### src/rtl/pci_rr_arbiter.sv
// pci_rr_arbiter: round-robin central PCI arbiter with registered active-low one-hot grants.
// Define PCI_ARB_PARK_EN to park the bus on PARK_IDX while no agent requests.
module pci_rr_arbiter #(
   parameter int N_REQ    = 8,
   parameter int IDX_W    = 3,
   parameter int TMO_CYC  = 16,
   parameter int PARK_IDX = 0
) (
   input  logic             clk,
   input  logic             rst_n,
   input  logic [N_REQ-1:0] req_n,
   input  logic             frame_n,
   input  logic             irdy_n,
   output logic [N_REQ-1:0] gnt_n,
   output logic [IDX_W-1:0] gnt_idx,
   output logic             gnt_valid,
   output logic             tmo_pulse
);
   localparam int CNT_W = $clog2(TMO_CYC + 1);
   localparam logic [IDX_W-1:0] LAST_RST = IDX_W'(N_REQ - 1);
   localparam logic [CNT_W-1:0] CNT_MAX  = CNT_W'(TMO_CYC - 1);
   localparam logic [N_REQ-1:0] ONE      = N_REQ'(1);
`ifdef PCI_ARB_PARK_EN
   localparam logic [IDX_W-1:0] PARK     = IDX_W'(PARK_IDX);
`endif
   typedef enum logic [1:0] {IDLE, GRANT, BUSY, TURN} state_t;
   state_t state, state_d;
   logic [IDX_W-1:0] last_owner, last_d, idx_d, win_idx;
   logic [CNT_W-1:0] cnt, cnt_d;
   logic [N_REQ-1:0] own_mask;
   logic on_d, tmo_d, do_grant, any_req, own_req, other_req, bus_idle;
   assign own_mask  = ONE << gnt_idx;
   assign any_req   = ~&req_n;
   assign own_req   = |(~req_n & own_mask);
   assign other_req = |(~req_n & ~own_mask);
   assign bus_idle  = frame_n & irdy_n;
   // Walk from the farthest offset down so the nearest requester after last_owner wins.
   always_comb begin
      int j;
      win_idx = '0;
      for (int i = N_REQ; i >= 1; i--) begin
         j = int'(last_owner) + i;
         if (j >= N_REQ) j = j - N_REQ;
         if (!req_n[j]) win_idx = IDX_W'(j);
      end
   end
   always_comb begin
      state_d  = state;
      last_d   = last_owner;
      idx_d    = gnt_idx;
      on_d     = gnt_valid;
      cnt_d    = cnt;
      tmo_d    = 1'b0;
      do_grant = 1'b0;
      case (state)
         IDLE: begin
`ifdef PCI_ARB_PARK_EN
            if (gnt_valid && !frame_n) begin
               state_d = BUSY;
               last_d  = gnt_idx;
            end else if (any_req && gnt_valid && win_idx != PARK) begin
               state_d = TURN;
               on_d    = 1'b0;
            end else if (any_req) do_grant = 1'b1;
            else begin
               on_d  = 1'b1;
               idx_d = PARK;
            end
`else
            on_d     = 1'b0;
            do_grant = any_req;
`endif
         end
         GRANT: begin
            if (!frame_n) state_d = BUSY;
            else if (!own_req) begin
               state_d = TURN;
               on_d    = 1'b0;
            end else if (cnt == CNT_MAX) begin
               state_d = TURN;
               on_d    = 1'b0;
               tmo_d   = 1'b1;
            end else cnt_d = cnt + 1'b1;
         end
         BUSY: begin
            // Grant is withdrawn early on contention; handover waits for an idle bus.
            if (bus_idle && (!gnt_valid || !own_req)) begin
               state_d = TURN;
               on_d    = 1'b0;
            end else on_d = gnt_valid && own_req && !other_req;
         end
         default: begin
            on_d = 1'b0;
            if (any_req) do_grant = 1'b1;
            else state_d = IDLE;
         end
      endcase
      if (do_grant) begin
         state_d = GRANT;
         on_d    = 1'b1;
         idx_d   = win_idx;
         last_d  = win_idx;
         cnt_d   = '0;
      end
   end
   always_ff @(posedge clk or negedge rst_n) begin
      if (!rst_n) begin
         state      <= IDLE;
         last_owner <= LAST_RST;
         gnt_idx    <= '0;
         gnt_valid  <= 1'b0;
         gnt_n      <= '1;
         cnt        <= '0;
         tmo_pulse  <= 1'b0;
      end else begin
         state      <= state_d;
         last_owner <= last_d;
         gnt_idx    <= idx_d;
         gnt_valid  <= on_d;
         gnt_n      <= on_d ? ~(ONE << idx_d) : '1;
         cnt        <= cnt_d;
         tmo_pulse  <= tmo_d;
      end
   end
endmodule

### config.mk
export PLATFORM = sky130hd
export DESIGN_NAME = pci_rr_arbiter
export DESIGN_NICKNAME = d
export VERILOG_FILES = /design/src/rtl/pci_rr_arbiter.sv
export SDC_FILE = /design/constraint.sdc
export NUM_CORES = 1
export LEC_CHECK = 0
export ABC_CLOCK_PERIOD_IN_PS = 6620
export CORE_MARGIN = 2
export CORE_UTILIZATION = 53
export DETAILED_ROUTE_END_ITERATION = 16
export MAX_ROUTING_LAYER = met4
export PLACE_DENSITY = 0.8
export SYNTH_ARGS = -nofsm -noshare
export SYNTH_HDL_FRONTEND = slang
export SYNTH_SLANG_ARGS = --single-unit
### constraint.sdc
create_clock -name clk -period 6.62 [get_ports clk]
set_input_delay 1.324 -clock clk [delete_from_list [all_inputs] [get_ports clk]]
set_output_delay 1.324 -clock clk [all_outputs]
set_load 0.02 [all_outputs]
* Word level (Yosys, flattened, before mapping)
Cells that the tools add are included. Widths: inputs -> output; s select.
Cells by class: add/sub/neg operators 17, $mul 0, div/mod/pow operators 0, magnitude comparators 16, equal/unequal tests 7, shifts and indexed selects 2, multiplexer cells 66, bitwise operators 6, reductions and logical operators 19
Operators by type and width (count):
- $lt 32x5->1 const B | 8
- $mux 32 | 8
- $sub 4x4->5 const B | 7
- $ge 4x4->1 const B | 7
- $mux 3 | 9
- $mux 1 | 26
- $mux 5 | 5
- $bmux 1 s3 | 8
- $not 8->8 | 3
- $add 3x3->4 const B | 4
- $and 8x8->8 | 2
- $reduce_or 8->1 | 2
- $shl 1x3->8 const A | 2
- $mux 2 | 6
- $add 3x2->4 const B | 2
- $mux 8 | 1
- $reduce_and 4->1 | 2
- $reduce_and 8->1 | 1
- $pmux 2 s3 | 1
- $reduce_bool 2->1 | 3
- $sub 5x4->6 const B | 1
- $add 3x4->5 const B | 1
- $add 5x1->5 const B | 1
- $eq 5x4->1 const B | 1
- 15 further kinds | 22
Word-level totals: register bits after elaboration 23, latch bits 0, bits in writable memories 0, memory bits (read-only) 0, bits of input ports 12, logic and storage cells 140, memories 0

* Longest topological paths before layout
Gate-level depths: netlist of the first run.
depth after elaboration 18, depth in mapped cells 13

* Worst setup path after synthesis of the first run
No wires, ideal clock.
path kind input port to flip-flop, start input port req_n[0], end register state[1], library setup time 0.120 ns, data arrival time 3.354 ns, data required time 6.500 ns, path slack 3.145 ns, cell stages on the path 8, buffers on the path 1, cells stage by stage clkbuf_1 > mux2i_1 > a221o_1 > a222oi_1 > o211ai_2 > a2111oi_4 > mux2i_1 > nor2_1
On the way: longest elaborated chain between the ends 8, elaborated cells between the ends (all ways) 19
RTL lines:
- start: declaration | line 11 | input logic [N_REQ-1:0] req_n,
- $not 8->8 | line 34 | assign own_req = |(~req_n & own_mask);
- $and 8x8->8 | line 34
- $reduce_or 8->1 | line 34
- $logic_not 1->1 | line 87 | if (bus_idle && (!gnt_valid || !own_req)) begin
- $logic_or 1x1->1 | line 87
- $logic_and 1x1->1 | line 87
- $ne 3x3->1 (no line)
- $reduce_and 4->1 (no line)
- end signal: assignment | line 116 | state <= state_d;
- end: declaration | line 27 | state_t state, state_d;
Several ways; a longest one is shown, not always the timed one. A chain may end at the register's enable or synchronous reset.

* Final worst setup path of the first run
start input port req_n[7], end register state[1]
Same word-level chain as after synthesis.

==> reports/qor.yml, run 1 <==
setup_viol: 0
ys_top_cells_by_area: "dfrtp_1 (15%), dfstp_2 (14%), mux4_2 (12%)"
switching_share_pct: 49.1
ir_drop_uv: 269
p_int_uw: 703
arrival_ns: 4.08
synth-edff-count: 0
htree_num_levels: 1
numCtsBuffers: 3
area_growth_pct: 13.1
post_cts_buffers: 0
clk_pin_slew_ns: 0.07
core_area_um2: 3720
diodes: 0
async_flop_share_pct: 100
fp-row-count: 22
seqPwrFrac_pct: 22.3
synth_area_um2: 2070
yosysTopAreaCell: "dfrtp_1"
fin_skew_ns: 0.00360
cts_sinks: 23
ctsResizeCount: 0
synth_seq_cells: 23
synth_warnings: 0
drcViolationCount: 0
cts_tree: "yes"
clockRootBuffer: "clkbuf_8"
worst_slew_pin_slew_ns: 0.928
die_w_um: 66.5
max_freq_mhz: 254
place_inst: 272
globalRouteOverflowTotal: 0
combPwrFrac_pct: 71.7
drt_wl_total_mm: 4.68
vias_per_cell: 6.36
first_global_vias: 1611
syn-num-nets: 236
start_util_pct: 55.7
critPathLaunchType: "primary input"
finalSetupTns_ns: 0
power_switching_uw: 678
vias: 1755
cts_hold_buf: 0
slew_headroom_pct: 37.9
hold_path_class: "reg -> reg"
max-clock-path-buffers: 2
rsz0062_at_grt: "no"
power.share.clock_pct: 6.0
period_needed_ns: 3.94
p_leak_uw: 0.000948
instances_no_fill: 276
firstDrtPassIters: 4
gp_congestion: 0.914
final_nets: 249
power_density_nw_per_um2: 590
seq_area_frac_synth_pct: 28.5
grt_max_degree: 24
synth_cells: 216
ios: 25
max-cap-violations: 0
drive_above_1_share_pct: 17.1
grt_use_total_pct: 23.5
ys.flop_type: "dfrtp_1"
period_share_pct: 59.6
hold_violations: 0
critPathMaxFanout: 11
synth_top_area_share_pct: 14.5
antenna_found_initial: 0
crit_path_end_kind: "flop"
dieArea_um2: 4420
criticalPathCategory: "in -> reg"
dpl.hpwl_mm: 3.51
yosysUniqueCellTypes: 54
clock_latency_ns: 0.26
portBuffers: 24
dieHeight_um: 66.5
status: "finished, final reports clean"
cp.required_ns: 6.76
grt_pass1_wl_mm: 7.82
drv_slew: 0
post_drt_wl_per_cell_um: 17.0
syn_avg_cell_area_um2: 9.59
drt_iter0_drc: 161
postRouteAntennaNets: 0
==> stage by stage <==
stage / hold WS, ns / util, % / setup WS [ns] / power, µW / cell area, µm²
after floorplan: 0.497 / - / 3.15 / 1080 / 2070
after global placement: 0.526 / 61.8 / 2.53 / 1270 / 2290
after detailed placement: 0.555 / 61.8 / 2.43 / 1290 / 2290
after CTS: 0.572 / 63.0 / 2.71 / 1380 / 2340
after global routing: 0.597 / 63.0 / 2.50 / 1490 / 2340
final: 0.577 / 63.0 / 2.68 / 1380 / 2340
==> cell families after synthesis <==
logic type | synth area share (%)
compound gates | 19.3
xor+xnor | 3.38
fa+ha+maj | 4.83
buf+inv | 6.77
flops | 28.5
mux | 20.0
simple gates | 17.3
==> flip-flops by register name, indices dropped and copies added (netlist names) <==
signal and flops:
gnt_n 8, last_owner 3, tmo_pulse 1, state 2, gnt_idx 3, cnt 5, gnt_valid 1
==> critical path, cell delays in order <==
cell,delay (ns)
clkdlybuf4s50_1,0.65
mux2i_1,0.12
a221o_1,0.35
a222oi_1,0.69
o211ai_2,0.19
a2111oi_4,0.46
mux2i_1,0.23
nor2_1,0.05
==> layout by cell type, fill, tap and decap left out, types with 4 or more instances in the layout <==
cell type	instances
a21oi_1	6
o211ai_1	4
dfrtp_1	12
nand3b_1	4
nor2_1	18
dfstp_2	11
nand3_1	6
and3_1	4
nand4_1	6
o21ai_1	4
nand2b_1	4
o21ai_0	5
nor3_1	6
inv_1	14
nand2_1	7
xor2_1	4
clkdlybuf4s50_1	24
mux4_2	11
mux2_2	5
ha_1	8
xnor2_1	4
mux2i_1	11
==> path summary, 6_finish.rpt <==
| check | start | to | slack (ns) | cells past startpoint |
|---|---|---|---|---|
| min | cnt[1] | cnt[1] | 0.58 | 2 |
| min reg2reg | cnt[1] | cnt[1] | 0.58 | 2 |
| min in group asynchronous | rst_n | gnt_idx[0] | 1.58 | 1 |
| max in group asynchronous | rst_n | tmo_pulse | 4.47 | 1 |
| max reg2reg | last_owner[0] | gnt_n[0] | 3.05 | 9 |
| max | req_n[7] | state[1] | 2.68 | 8 |
==> area by class of cell <==
class / count / area [µm²]
timing repair buffer: 24 / 240
fill: 289 / 1380
inverter: 17 / 63.8
sequential: 23 / 589
multi-input combinational: 160 / 1340
clock buffer: 3 / 41.3
clock inverter: 1 / 5.00
tap: 48 / 60.1
==> Yosys cell counts (all sizes together), types with 6 or more instances <==
master / count
o21ai: 9
mux2i: 11
dfrtp: 12
nand3: 6
buf: 8
nor2: 18
a21oi: 6
nand4: 6
dfstp: 11
inv: 17
clkbuf: 8
ha: 8
nand2: 7
mux4: 11
nor3: 7
==> per-layer routing <==
metal | GRT usage (%) | up-vias | share of wire, %
met1 | 31.7 | 850 | 43
met2 | 38.5 | 65 | 51
li1 | - | 835 | -
met5 | - | - | 0
met4 | 3.06 | 0 | 0.45
met3 | 3.89 | 5 | 5.6
==> power groups by stage <==
stage | clock network [µW] | logic, µW | registers (µW)
floorplan | 0 | 805 | 272
global route | 91.0 | 1080 | 318
CTS | 85.6 | 984 | 307
detailed placement | 0 | 976 | 309
global placement | 0 | 956 | 310
finish | 83.5 | 990 | 307
Note: power is estimated with default switching activity, not from simulation.
==> run 2, diff against run 1 <==
--- a/config.mk
+++ b/config.mk
@@ -5,7 +5,7 @@
 export SDC_FILE = /design/constraint.sdc
 export NUM_CORES = 1
 export LEC_CHECK = 0
-export ABC_CLOCK_PERIOD_IN_PS = 6620
+export ABC_CLOCK_PERIOD_IN_PS = 4000
 export CORE_MARGIN = 2
 export CORE_UTILIZATION = 53
 export DETAILED_ROUTE_END_ITERATION = 16
==> constraint.sdc (replaced) <==
create_clock -name clk -period 4 [get_ports clk]
set_input_delay 0.8 -clock clk [delete_from_list [all_inputs] [get_ports clk]]
set_output_delay 0.8 -clock clk [all_outputs]
set_load 0.02 [all_outputs]
==> reports/qor.yml, run 2 (synthesis gave the netlist of run 1 again) <==
status: "finished, final reports clean"
drcViolationCount: 0  # unchanged
criticalPathCategory: "reg -> reg"
min_from: "last_owner[0]"
grt_pass1_wl_mm: 7.69  # -1.7%
gp_congestion: 0.891  # -2.5%
critPathLaunchType: "flop"
power_density_nw_per_um2: 981  # +66%
core_area_um2: 3720  # unchanged
arrival_ns: 3.48  # -0.60 ns
hold_violations: 0  # unchanged
max-cap-violations: 0  # unchanged
htree_num_levels: 1  # unchanged
worst-r2r-cell-count: 9  # unchanged
fillers: 314  # +8.7%
max_freq_mhz: 302
r2r_slack_ns: 0.69  # -2.36 ns
dieArea_um2: 4420  # unchanged
cts_sinks: 23  # unchanged
final_common_cell: "clkdlybuf4s50_1"
cp.required_ns: 4.16  # -2.60 ns
grt_max_degree: 24  # unchanged
top_register: "gnt_n"
area_growth_pct: 14.4
post_drt_wl_per_cell_um: 16.7  # -1.7%
portBuffers: 24  # unchanged
slew_headroom_pct: 37.3  # -0.59 points
antenna_found_initial: 0  # unchanged
start_util_pct: 55.7  # unchanged
ios: 25  # unchanged
diodes: 0  # unchanged
final_nets: 253  # +1.6%
cts_tree: "yes"
drv_slew: 0  # unchanged
worst_hold_path.endpoint: "last_owner[0]"
first_global_vias: 1664  # +3.3%
rsz0062_at_grt: "no"
ir_drop_uv: 482  # +80%
multi_input_area_um2: 1340  # unchanged
max-clock-path-buffers: 2  # unchanged
grt_use_total_pct: 23.6  # +0.14 points
numCtsBuffers: 3  # unchanged
period_needed_ns: 3.31
pre_cts_ws_ns: 0.616  # -1.81 ns
dieHeight_um: 66.5  # unchanged
cts_hold_buf: 0  # unchanged
clockRootBuffer: "clkbuf_8"
postRouteAntennaNets: 0  # unchanged
seq_area_um2: 589  # unchanged
clock_latency_ns: 0.26  # about the same
post_cts_buffers: 0  # unchanged
period_share_pct: 82.8
fin_skew_ns: 0.00223  # -0.00137 ns
finalSetupTns_ns: 0  # unchanged
rr_startpoint: "last_owner[1]"
dpl.hpwl_mm: 3.50  # -0.16%
reg_top3: "gnt_n: 8 flops, cnt: 5 flops"
worst_slew_pin_slew_ns: 0.937  # +0.00886 ns
dpl_cell_area_um2: 2320  # +1.3%
drive_above_1_share_pct: 18.1  # +1.0 points
r2r_end: "gnt_n[0]"
p_leak_uw: 0.000965  # +1.7%
hold_path_class: "reg -> reg"
critPathMaxFanout: 14  # +3
vias_per_cell: 6.31  # -0.75%
layout_common_cells: "clkdlybuf4s50_1 (24), nor2_1 (18), inv_1 (14)"
firstDrtPassIters: 4  # unchanged
vias: 1767  # +0.68%
crit_path_end_kind: "flop"
hold_path_depth: 2  # unchanged
ctsResizeCount: 0  # unchanged
fp-row-count: 22  # unchanged
setup_viol: 0  # unchanged
clk_pin_slew_ns: 0.07  # about the same
post-route-cell-area_um2: 2370  # +1.2%
setup_ws_ns: 0.686  # -1.99 ns
drt_iter0_drc: 111  # -31%
die_w_um: 66.5  # unchanged
globalRouteOverflowTotal: 0  # unchanged
drt_wl_total_mm: 4.67  # -0.26%
largest_reg_flops: 8  # unchanged
run 2: area by class of cell:
cell class              instances  share of cell area, %
flip-flops and latches         23                   24.9
multi-input cells             160                   56.6
clock buffers                   4                   1.90
inverters                      17                   2.69
repair buffers                 28                   11.4
well taps                      48                   2.53
run 2: metrics by stage:
step                power, µW  std cells  util [%]  hold WS (ns)
finish                   2320        280      63.8         0.522
floorplan                1780        216         -         0.497
global placement         2130        276      62.6         0.511
detailed placement       2170        276      62.6         0.517
CTS                      2320        280      63.8         0.528
global route             2510        280      63.8         0.546
run 2: layer usage:
| layer | global-route usage [%] | up-vias | wire [µm] |
|---|---|---|---|
| met5 | - | - | 0 |
| met4 | 9.69 | 0 | 116 |
| met3 | 3.04 | 13 | 153 |
| met2 | 39.3 | 42 | 2350 |
| met1 | 29.2 | 866 | 2050 |
| li1 | - | 846 | - |
run 2: worst max-delay path by stage:
stage | startpoint | end
2_1_floorplan | last_owner[0] | gnt_n[0]
3_3_place_gp | req_n[7] | state[1]
3_5_place_dp | req_n[7] | state[1]
4_1_cts | last_owner[1] | gnt_n[0]
5_1_grt | last_owner[1] | gnt_n[3]
6_report | last_owner[1] | gnt_n[0]
run 2: report_power, final:
part           internal (µW)  switching, µW
logic                    784            926
registers                345            131
clock network           71.1           66.5
run 2: critical path: stages, from the launching register on:
cell      delay, ns
dfstp_2        0.75
inv_2          0.14
ha_1           0.48
mux4_2         0.62
mux2_2         0.34
and3_1         0.20
o311ai_1       0.09
nand4_1        0.19
nor2b_1        0.28
nand3_1        0.12
==> run 3, diff against run 2 <==
--- a/config.mk
+++ b/config.mk
@@ -5,7 +5,7 @@
 export SDC_FILE = /design/constraint.sdc
 export NUM_CORES = 1
 export LEC_CHECK = 0
-export ABC_CLOCK_PERIOD_IN_PS = 4000
+export ABC_CLOCK_PERIOD_IN_PS = 3100
 export CORE_MARGIN = 2
 export CORE_UTILIZATION = 53
 export DETAILED_ROUTE_END_ITERATION = 16
==> constraint.sdc (replaced) <==
create_clock -name clk -period 3.1 [get_ports clk]
set_input_delay 0.62 -clock clk [delete_from_list [all_inputs] [get_ports clk]]
set_output_delay 0.62 -clock clk [all_outputs]
set_load 0.02 [all_outputs]
==> reports/qor.yml, run 3 (synthesis gave the netlist of run 1 again) <==
ir_drop_uv: 693  # +44%
start_util_pct: 55.7  # unchanged
gp_congestion: 0.882  # -1.0%
reg_top3: "gnt_n: 8 flops, cnt: 5 flops"
dpl.hpwl_mm: 3.78  # +8.0%
portBuffers: 24  # unchanged
max_freq_mhz: 340  # +13%
max-cap-violations: 0  # unchanged
vias: 1835  # +3.8%
hold_violations: 0  # unchanged
largest_reg_flops: 8  # unchanged
postRouteAntennaNets: 0  # unchanged
globalRouteOverflowTotal: 0  # unchanged
max-clock-path-buffers: 2  # unchanged
diodes: 0  # unchanged
grt_use_total_pct: 25.5  # +1.9 points
arrival_ns: 3.12  # -0.36 ns
clk_pin_slew_ns: 0.08  # about the same
firstDrtPassIters: 4  # unchanged
drt_wl_total_mm: 4.95  # +6.1%
cts_sinks: 23  # unchanged
dieHeight_um: 66.5  # unchanged
drt_iter0_drc: 174  # +57%
cp.required_ns: 3.28  # -0.88 ns
first_global_vias: 1759  # +5.7%
instances_no_fill: 292  # +4.3%
min_from: "last_owner[0]"
worst_hold_path.endpoint: "last_owner[0]"
drcViolationCount: 0  # unchanged
hold_path_class: "reg -> reg"
r2r_end: "gnt_n[0]"
die_w_um: 66.5  # unchanged
cts_tree: "yes"
hold_path_depth: 2  # unchanged
dieArea_um2: 4420  # unchanged
htree_num_levels: 1  # unchanged
fin_skew_ns: 0.00446  # +0.00223 ns
fillers: 312  # -0.64%
pre_cts_ws_ns: -0.0419  # -0.658 ns
area_growth_pct: 19.6
grt_max_degree: 23  # -4.2%
grt_pass1_wl_mm: 8.37  # +8.8%
clock_latency_ns: 0.27  # about the same
place_inst: 288  # +4.3%
setup_ws_ns: 0.161  # -0.525 ns
core_area_um2: 3720  # unchanged
layout_common_cells: "clkdlybuf4s50_1 (24), nor2_1 (18), buf_4 (16)"
power_density_nw_per_um2: 1270  # +30%
clockRootBuffer: "clkbuf_8"
period_share_pct: 94.8  # +12 points
fp-row-count: 22  # unchanged
slew_headroom_pct: 38.8  # +1.5 points
post_drt_wl_per_cell_um: 17.0  # +1.7%
period_needed_ns: 2.94  # -0.375 ns
numCtsBuffers: 3  # unchanged
critPathLaunchType: "flop"
power_uw: 3150  # +35%
r2r_slack_ns: 0.16  # -0.52 ns
drv_slew: 0  # unchanged
criticalPathCategory: "reg -> reg"
worst-r2r-cell-count: 9  # unchanged
drive_above_1_share_pct: 24.2  # +6.1 points
rr_startpoint: "last_owner[1]"
cts_hold_buf: 0  # unchanged
rsz0062_at_grt: "no"
post_cts_buffers: 0  # unchanged
top_register: "gnt_n"
crit_path_end_kind: "flop"
vias_per_cell: 6.28  # -0.42%
p_leak_uw: 0.00102  # +6.0%
worst_slew_pin_slew_ns: 0.915  # -0.0224 ns
final_nets: 265  # +4.7%
critPathMaxFanout: 8  # -6
antenna_found_initial: 0  # unchanged
ios: 25  # unchanged
status: "finished, final reports clean"
final_common_cell: "clkdlybuf4s50_1"
setup_viol: 0  # unchanged
## run 3: worst max path at each step
stage / from / end / cells past startpoint
floorplan: last_owner[0] / gnt_n[0] / 12
global placement: req_n[1] / gnt_n[2] / 11
detailed placement: req_n[1] / gnt_n[6] / 11
CTS: last_owner[1] / gnt_n[3] / 11
global route: last_owner[1] / gnt_n[0] / 9
finish: last_owner[1] / gnt_n[0] / 9
## run 3: cell type report
cell class	count	area (µm²)	area share (%)
Multi-Input combinational cell	160	1350	54.7
Sequential cell	23	589	23.8
Timing Repair Buffer	40	360	14.6
Inverter	17	63.8	2.58
Tap cell	48	60.1	2.43
Clock buffer	3	41.3	1.67
Clock inverter	1	7.51	0.303
## run 3: where the power goes
group / total (µW) / internal [µW] / switching [µW]
logic: 2390 / 1100 / 1300
clock network: 190 / 91.0 / 99.0
registers: 566 / 445 / 122
## run 3: worst max-delay path: stages (launching register included)
cell      delay, ns
dfstp_2        0.54
inv_2          0.07
ha_2           0.46
mux4_2         0.61
mux2_2         0.35
and3_1         0.21
o311ai_1       0.09
nand4_1        0.20
nor2b_2        0.23
nand3_1        0.10
## run 3: layer usage
| layer | track usage (%) | routed length, µm | part of all wire, % |
|---|---|---|---|
| met1 | 32.2 | 2060 | 42 |
| met2 | 44.4 | 2630 | 53 |
| met3 | 2.53 | 206 | 4.2 |
| met4 | 5.87 | 55 | 1.1 |
| met5 | - | 0 | 0 |
## run 3: timing repair
action | in CTS | in global routing
setup endpoints to repair | 0 | 11
resized for setup | 0 | 3
hold endpoints to repair | 0 | 0
## run 3: through the flow
stage / setup TNS (ns) / utilization, % / hold WS [ns] / area (µm²)
final: 0 / 66.6 / 0.525 / 2480
after global routing: 0 / 66.6 / 0.560 / 2480
after CTS: 0 / 66.4 / 0.529 / 2470
after detailed placement: -0.190 / 65.1 / 0.517 / 2420
after global placement: -0.0223 / 65.1 / 0.516 / 2420
after floorplan: 0 / - / 0.324 / 2080
